<file path="config.mk">
export PLATFORM = sky130hd
export DESIGN_NAME = reg_bank_flat
export DESIGN_NICKNAME = d
export VERILOG_FILES = /design/src/rtl/reg_bank_if.sv /design/src/rtl/reg_bank.sv /design/src/flat_wrapper.sv
export SDC_FILE = /design/constraint.sdc
export NUM_CORES = 1
export LEC_CHECK = 0
export ABC_AREA = 1
export CORE_MARGIN = 2
export CORE_UTILIZATION = 40
export DETAILED_ROUTE_END_ITERATION = 6
export GPL_TIMING_DRIVEN = 0
export SKIP_LAST_GASP = 1
export SYNTH_ARGS = -nofsm -noshare
export SYNTH_HDL_FRONTEND = slang
export SYNTH_SLANG_ARGS = --single-unit
</file>
<file path="constraint.sdc">
create_clock -name i_Clk -period 1.5 [get_ports i_Clk]
set_clock_uncertainty 0.05 [all_clocks]
set_input_delay 0.15 -clock i_Clk [delete_from_list [all_inputs] [get_ports i_Clk]]
set_output_delay 0.15 -clock i_Clk [all_outputs]
set_load 0.05 [all_outputs]
</file>
<file path="src/rtl/reg_bank_if.sv">
// ---------------------------------------------------------------------------
// reg_bank_if -- bus bundle between the MicroUAZ core and its register bank.
//
// Signals:
//   Mux_a_Reg  [7:0]  write data from the write-back multiplexer
//   i_WrEn            write request for the current cycle
//   i_WrAddr   [2:0]  destination register index
//   i_RdAddrX  [2:0]  source index for RX
//   i_RdAddrY  [2:0]  source index for RY
//   i_Clear           single-cycle request to zero the whole bank
//   RX, RY     [7:0]  read ports
//   o_R7       [7:0]  return-address register, always visible
//   o_Busy            high while the clear sequence runs
//
// Modports: master = core side (drives requests), slave = register bank.
// ---------------------------------------------------------------------------
interface reg_bank_if;
  logic [7:0] Mux_a_Reg;
  logic       i_WrEn;
  logic [2:0] i_WrAddr;
  logic [2:0] i_RdAddrX;
  logic [2:0] i_RdAddrY;
  logic       i_Clear;
  logic [7:0] RX;
  logic [7:0] RY;
  logic [7:0] o_R7;
  logic       o_Busy;

  modport master (
    output Mux_a_Reg, i_WrEn, i_WrAddr, i_RdAddrX, i_RdAddrY, i_Clear,
    input  RX, RY, o_R7, o_Busy
  );

  modport slave (
    input  Mux_a_Reg, i_WrEn, i_WrAddr, i_RdAddrX, i_RdAddrY, i_Clear,
    output RX, RY, o_R7, o_Busy
  );
endinterface

</file>
<file path="src/rtl/reg_bank.sv">
// ---------------------------------------------------------------------------
// reg_bank -- eight-entry, 8-bit general-purpose register bank (MicroUAZ).
//
// Two combinational read ports (RX/RY), one write port fed by the write-back
// multiplexer, R7 exported directly, and a sequencer that zeroes the bank one
// register per cycle after a single-cycle i_Clear request.
//
// Ports:
//   i_Clk   clock, all state changes on the rising edge
//   i_Rst   synchronous, active-high reset (wins over every other input)
//   bus     reg_bank_if.slave (write/read/clear requests, RX/RY/o_R7/o_Busy)
//
// Build option:
//   REGBANK_BYPASS_EN  when defined, an accepted write is forwarded
//                      combinationally to RX/RY/o_R7 in the write cycle.
// ---------------------------------------------------------------------------
module reg_bank (
  input logic       i_Clk,
  input logic       i_Rst,
  reg_bank_if.slave bus
);

  typedef enum logic [0:0] {
    ST_IDLE  = 1'b0,
    ST_CLEAR = 1'b1
  } state_t;

  state_t     state_r;
  state_t     state_nxt_s;
  logic [2:0] clr_idx_r;
  logic       busy_r;
  logic       wr_acc_s;
  logic [7:0] regs_r [8];

  // A write lands only in IDLE and only when no clear request competes.
  assign wr_acc_s = (state_r == ST_IDLE) && bus.i_WrEn && !bus.i_Clear;

  // Next-state decode for the clear sequencer.
  always_comb begin
    state_nxt_s = state_r;
    case (state_r)
      ST_IDLE: begin
        if (bus.i_Clear) begin
          state_nxt_s = ST_CLEAR;
        end else begin
          state_nxt_s = ST_IDLE;
        end
      end
      ST_CLEAR: begin
        // The edge that zeroes R7 is the last one of the sequence.
        if (clr_idx_r == 3'd7) begin
          state_nxt_s = ST_IDLE;
        end else begin
          state_nxt_s = ST_CLEAR;
        end
      end
      default: state_nxt_s = ST_IDLE;
    endcase
  end

  // State register, clear-progress counter and registered busy flag.
  always_ff @(posedge i_Clk) begin
    if (i_Rst) begin
      state_r   <= ST_IDLE;
      clr_idx_r <= 3'd0;
      busy_r    <= 1'b0;
    end else begin
      state_r <= state_nxt_s;
      busy_r  <= (state_nxt_s == ST_CLEAR);
      // Counter wraps 7->0 on exit, so it is already 0 for the next sequence.
      if (state_r == ST_CLEAR) begin
        clr_idx_r <= clr_idx_r + 3'd1;
      end else begin
        clr_idx_r <= 3'd0;
      end
    end
  end

  // Register storage: reset, sequential clear, or an accepted write.
  always_ff @(posedge i_Clk) begin
    if (i_Rst) begin
      for (int i = 0; i < 8; i++) begin
        regs_r[i] <= 8'h00;
      end
    end else if (state_r == ST_CLEAR) begin
      regs_r[clr_idx_r] <= 8'h00;
    end else if (wr_acc_s) begin
      regs_r[bus.i_WrAddr] <= bus.Mux_a_Reg;
    end else begin
      regs_r <= regs_r;
    end
  end

  // Read ports; reads are never blocked, even mid-clear.
  always_comb begin
    bus.RX   = regs_r[bus.i_RdAddrX];
    bus.RY   = regs_r[bus.i_RdAddrY];
    bus.o_R7 = regs_r[7];
`ifdef REGBANK_BYPASS_EN
    // Forward only writes that will actually land; dropped writes never do.
    if (wr_acc_s && (bus.i_WrAddr == bus.i_RdAddrX)) begin
      bus.RX = bus.Mux_a_Reg;
    end else begin
      bus.RX = regs_r[bus.i_RdAddrX];
    end
    if (wr_acc_s && (bus.i_WrAddr == bus.i_RdAddrY)) begin
      bus.RY = bus.Mux_a_Reg;
    end else begin
      bus.RY = regs_r[bus.i_RdAddrY];
    end
    if (wr_acc_s && (bus.i_WrAddr == 3'd7)) begin
      bus.o_R7 = bus.Mux_a_Reg;
    end else begin
      bus.o_R7 = regs_r[7];
    end
`else
`endif
  end

  assign bus.o_Busy = busy_r;

endmodule

</file>
<file path="src/flat_wrapper.sv">
// flat-port wrapper written by rule: the top's interface ports become plain ports
module reg_bank_flat 
  (i_Clk, i_Rst, bus_Mux_a_Reg, bus_i_WrEn, bus_i_WrAddr, bus_i_RdAddrX, bus_i_RdAddrY, bus_i_Clear, bus_RX, bus_RY, bus_o_R7, bus_o_Busy);
  reg_bank_if bus_i ();
  input logic i_Clk;
  input logic i_Rst;
  input wire logic [$bits(bus_i.Mux_a_Reg)-1:0] bus_Mux_a_Reg;
  input wire logic [$bits(bus_i.i_WrEn)-1:0] bus_i_WrEn;
  input wire logic [$bits(bus_i.i_WrAddr)-1:0] bus_i_WrAddr;
  input wire logic [$bits(bus_i.i_RdAddrX)-1:0] bus_i_RdAddrX;
  input wire logic [$bits(bus_i.i_RdAddrY)-1:0] bus_i_RdAddrY;
  input wire logic [$bits(bus_i.i_Clear)-1:0] bus_i_Clear;
  output wire logic [$bits(bus_i.RX)-1:0] bus_RX;
  output wire logic [$bits(bus_i.RY)-1:0] bus_RY;
  output wire logic [$bits(bus_i.o_R7)-1:0] bus_o_R7;
  output wire logic [$bits(bus_i.o_Busy)-1:0] bus_o_Busy;
  assign bus_i.Mux_a_Reg = bus_Mux_a_Reg;
  assign bus_i.i_WrEn = bus_i_WrEn;
  assign bus_i.i_WrAddr = bus_i_WrAddr;
  assign bus_i.i_RdAddrX = bus_i_RdAddrX;
  assign bus_i.i_RdAddrY = bus_i_RdAddrY;
  assign bus_i.i_Clear = bus_i_Clear;
  assign bus_RX = bus_i.RX;
  assign bus_RY = bus_i.RY;
  assign bus_o_R7 = bus_i.o_R7;
  assign bus_o_Busy = bus_i.o_Busy;
  reg_bank u_core (.i_Clk(i_Clk), .i_Rst(i_Rst), .bus(bus_i));
endmodule
</file>
==> impl_metrics.toml <==
[synth]
yosys-top-cells-count = "nand2_1 (108), a21oi_1 (96), nand3_1 (86), dfxtp_1 (68), inv_1 (42)"
synth-seq-cells = 68
syn_inst = 582
mappedNetlistNets = 605
ys_seq_area_frac = 0.341
netlist_top_cells_area = "dfxtp_1 (34%), a21oi_1 (12%), nand3_1 (11%)"
synth.most_common_cell = "nand2_1"
synth_top_cell_area_share = 0.341
synth-edff-count = 0
async_reset_ff_frac = 0
synth_top_flop_cell = "dfxtp_1"
synth.cell_area_um2 = 4000
synth_top_area_cell = "dfxtp_1"
synth_cell_types = 25
syn_area_per_cell_um2 = 6.87
yosysWarnings = 0

[final_layout]
syn2layout_area_growth_pct = 24.6
seqCellArea_um2 = 1390
n_fill_cell = 1027
antenna_cells = 0
drive_gt1_frac = 0.281
fin_util = 0.512
final_nets = 658
multi_input_area_um2 = 2240

[placement]
gp_congestion = 0.983
port_buffers = 35
hpwl_um = 10900

[global_routing]
gr-total-overflow = 0
grt_util_met2 = 0.414
gr-usage-met1 = 0.360
grt_pass1_wl_um = 21900
grtUsageMet3 = 0.0576
grtUsageTotal = 0.265
grt_max_degree = 11
grt.busiest_layer = "met2"
antenna_found_initial = 0
grt_pass1_vias = 4020

[floorplanning]
io-pin-count = 46
dieArea_um2 = 10800
fp.dieH_um = 104
die_w_um = 104
initial_core_util = 0.411
row_count = 36
core_um2 = 9730

[clock_network]
cts_buffer_depth = 2
clk_pin_slew_worst_paths_ns = 0.08
cts_max_level = 3
cts_root_buf = "clkbuf_8"
clock_latency_ns = 0.35
cts_tree = "done"
hold_buffers = 0
cts-buffers-inserted = 9
clock_sinks = 68

[critical_path]
cp_num_buf_inv = 2
startpoint_type = "register"
cpPeakStageDelay_ns = 0.34
crit-reg2reg-launch = "u_core.state_r"
required_ns = 1.30
end_kind = "output pin"
path_max_fanout = 2
critPathTopFamily = "compound AO/OA/AOI/OAI gates"
path_cells = "inv_2 -> a21oi_1 -> o21ai_1 -> nand3_1 -> o21a_1 -> buf_6"
worst_path_max_delay_cell = "dfxtp_2"
critical_path_class = "register to output pin"
arrival_ns = 1.39
cp-startpoint = "u_core.regs_r[51]"

[power]
power_density_nw_per_um2 = 854
p_leak_nw = 1.84
vdd_ir_drop_max_uv = 362
power_mw = 4.25

[sta]
tightest_slew_ns = 0.600
maxSlewHeadroom = 0.600
setup_violations = 16
period_needed_ns = 1.59
max_freq_ghz = 0.629
min_period_over_period = 1.06
rsz0062_at_grt = "yes"
final_max_slew_viol_count = 0
finalHoldViolCount = 0
setup_slack_ns = -0.0905
setup_tns_ns = -1.12
whs_ns = 0.107

[outcome]
outcome = "finished, violations left"
violations = "negative setup slack"

[drt]
wire_per_inst_um = 18.6
drt_iter0_drc = 282
drtPass1Iterations = 5
vias_per_cell = 5.64
drc = 0
wl_um = 14400
via_count = 4357
ant_nets = 0

[min_path]
hp-class = "input port to register"
hold_start = "bus_Mux_a_Reg[0]"

[flow_run]
cap_violations = 0
## layout by cell type, fill, tap and decap left out, types with 3 or more instances in the layout
cell type	instances
nand4_1	16
dfxtp_1	48
buf_4	16
nor2_1	4
inv_2	27
nand3_2	11
clkdlybuf4s50_1	8
o211ai_1	32
o21ai_0	13
nand2_1	106
buf_6	21
o21a_1	16
nand2_2	3
nand3_1	82
dfxtp_2	20
inv_1	22
clkbuf_8	20
a21oi_2	13
clkdlybuf4s15_2	9
o21ai_1	18
buf_2	18
nor2_4	7
a21oi_1	83
clkbuf_2	9
clkbuf_1	7
## sequential cells by signal (all words and copies together) (netlist names)
| name | count |
|---|---|
| u_core.regs_r | 56 |
| u_core.bus.o_R7 | 8 |
| u_core.state_r | 1 |
| u_core.clr_idx_r | 3 |
## worst paths after layout
path	end	slack (ns)	cells after the start
max	bus_RX[3]	-0.09	6
min	u_core.bus.o_R7[0]	0.11	3
min reg2reg	u_core.regs_r[39]	0.41	2
max reg2reg	u_core.bus.o_R7[6]	0.10	6
## stage by stage
step / area, µm² / std cells / setup WS (ns)
after detailed placement: 4520 / 750 / -1.19
after floorplan: 4000 / 582 / 0.108
after global placement: 4520 / 750 / -1.18
after CTS: 4850 / 767 / -0.110
final: 4980 / 773 / -0.0905
after global routing: 4980 / 773 / -0.156
## power breakdown
group          internal, mW  total [mW]  switching [mW]
Sequential             1.83        1.86          0.0276
Clock                 0.737        1.43           0.694
Combinational         0.316       0.964           0.648
## final cells by class
type	count	area share
multi-input cells	411	0.450
flip-flops and latches	68	0.278
repair buffers	42	0.0862
plain buffers	52	0.0761
inverters	51	0.0394
clock buffers	15	0.0354
well taps	133	0.0334
clock inverters	1	0.00100
## metal layers
layer | wire, µm | up-vias
met1 | 6450 | 2060
met4 | 347 | 0
met3 | 1020 | 26
met5 | 0 | -
li1 | - | 2108
met2 | 6560 | 163
## cell families after synthesis
group                    after synthesis  synth area share
AND/OR/NAND/NOR                      231             0.280
AO/OA/AOI/OAI                        178             0.253
buffers and inverters                103             0.120
flip-flops                            68             0.341
adder cells (fa/ha/maj)                2           0.00626
## timing repair
action / in CTS / in global routing
setup buffers: 1 / 6
pin swaps: 15 / 24
setup endpoints to repair: 44 / 41
gates resized for setup: 209 / 55
gates cloned: 0 / 0
## worst reg2reg max path: stages, from the launching register on
cell,delay [ns]
dfxtp_2,0.37
inv_4,0.13
nand3_2,0.13
nor2_4,0.30
inv_2,0.14
nand3_1,0.10
a21oi_1,0.07
Note: power is estimated with default switching activity, not from simulation.
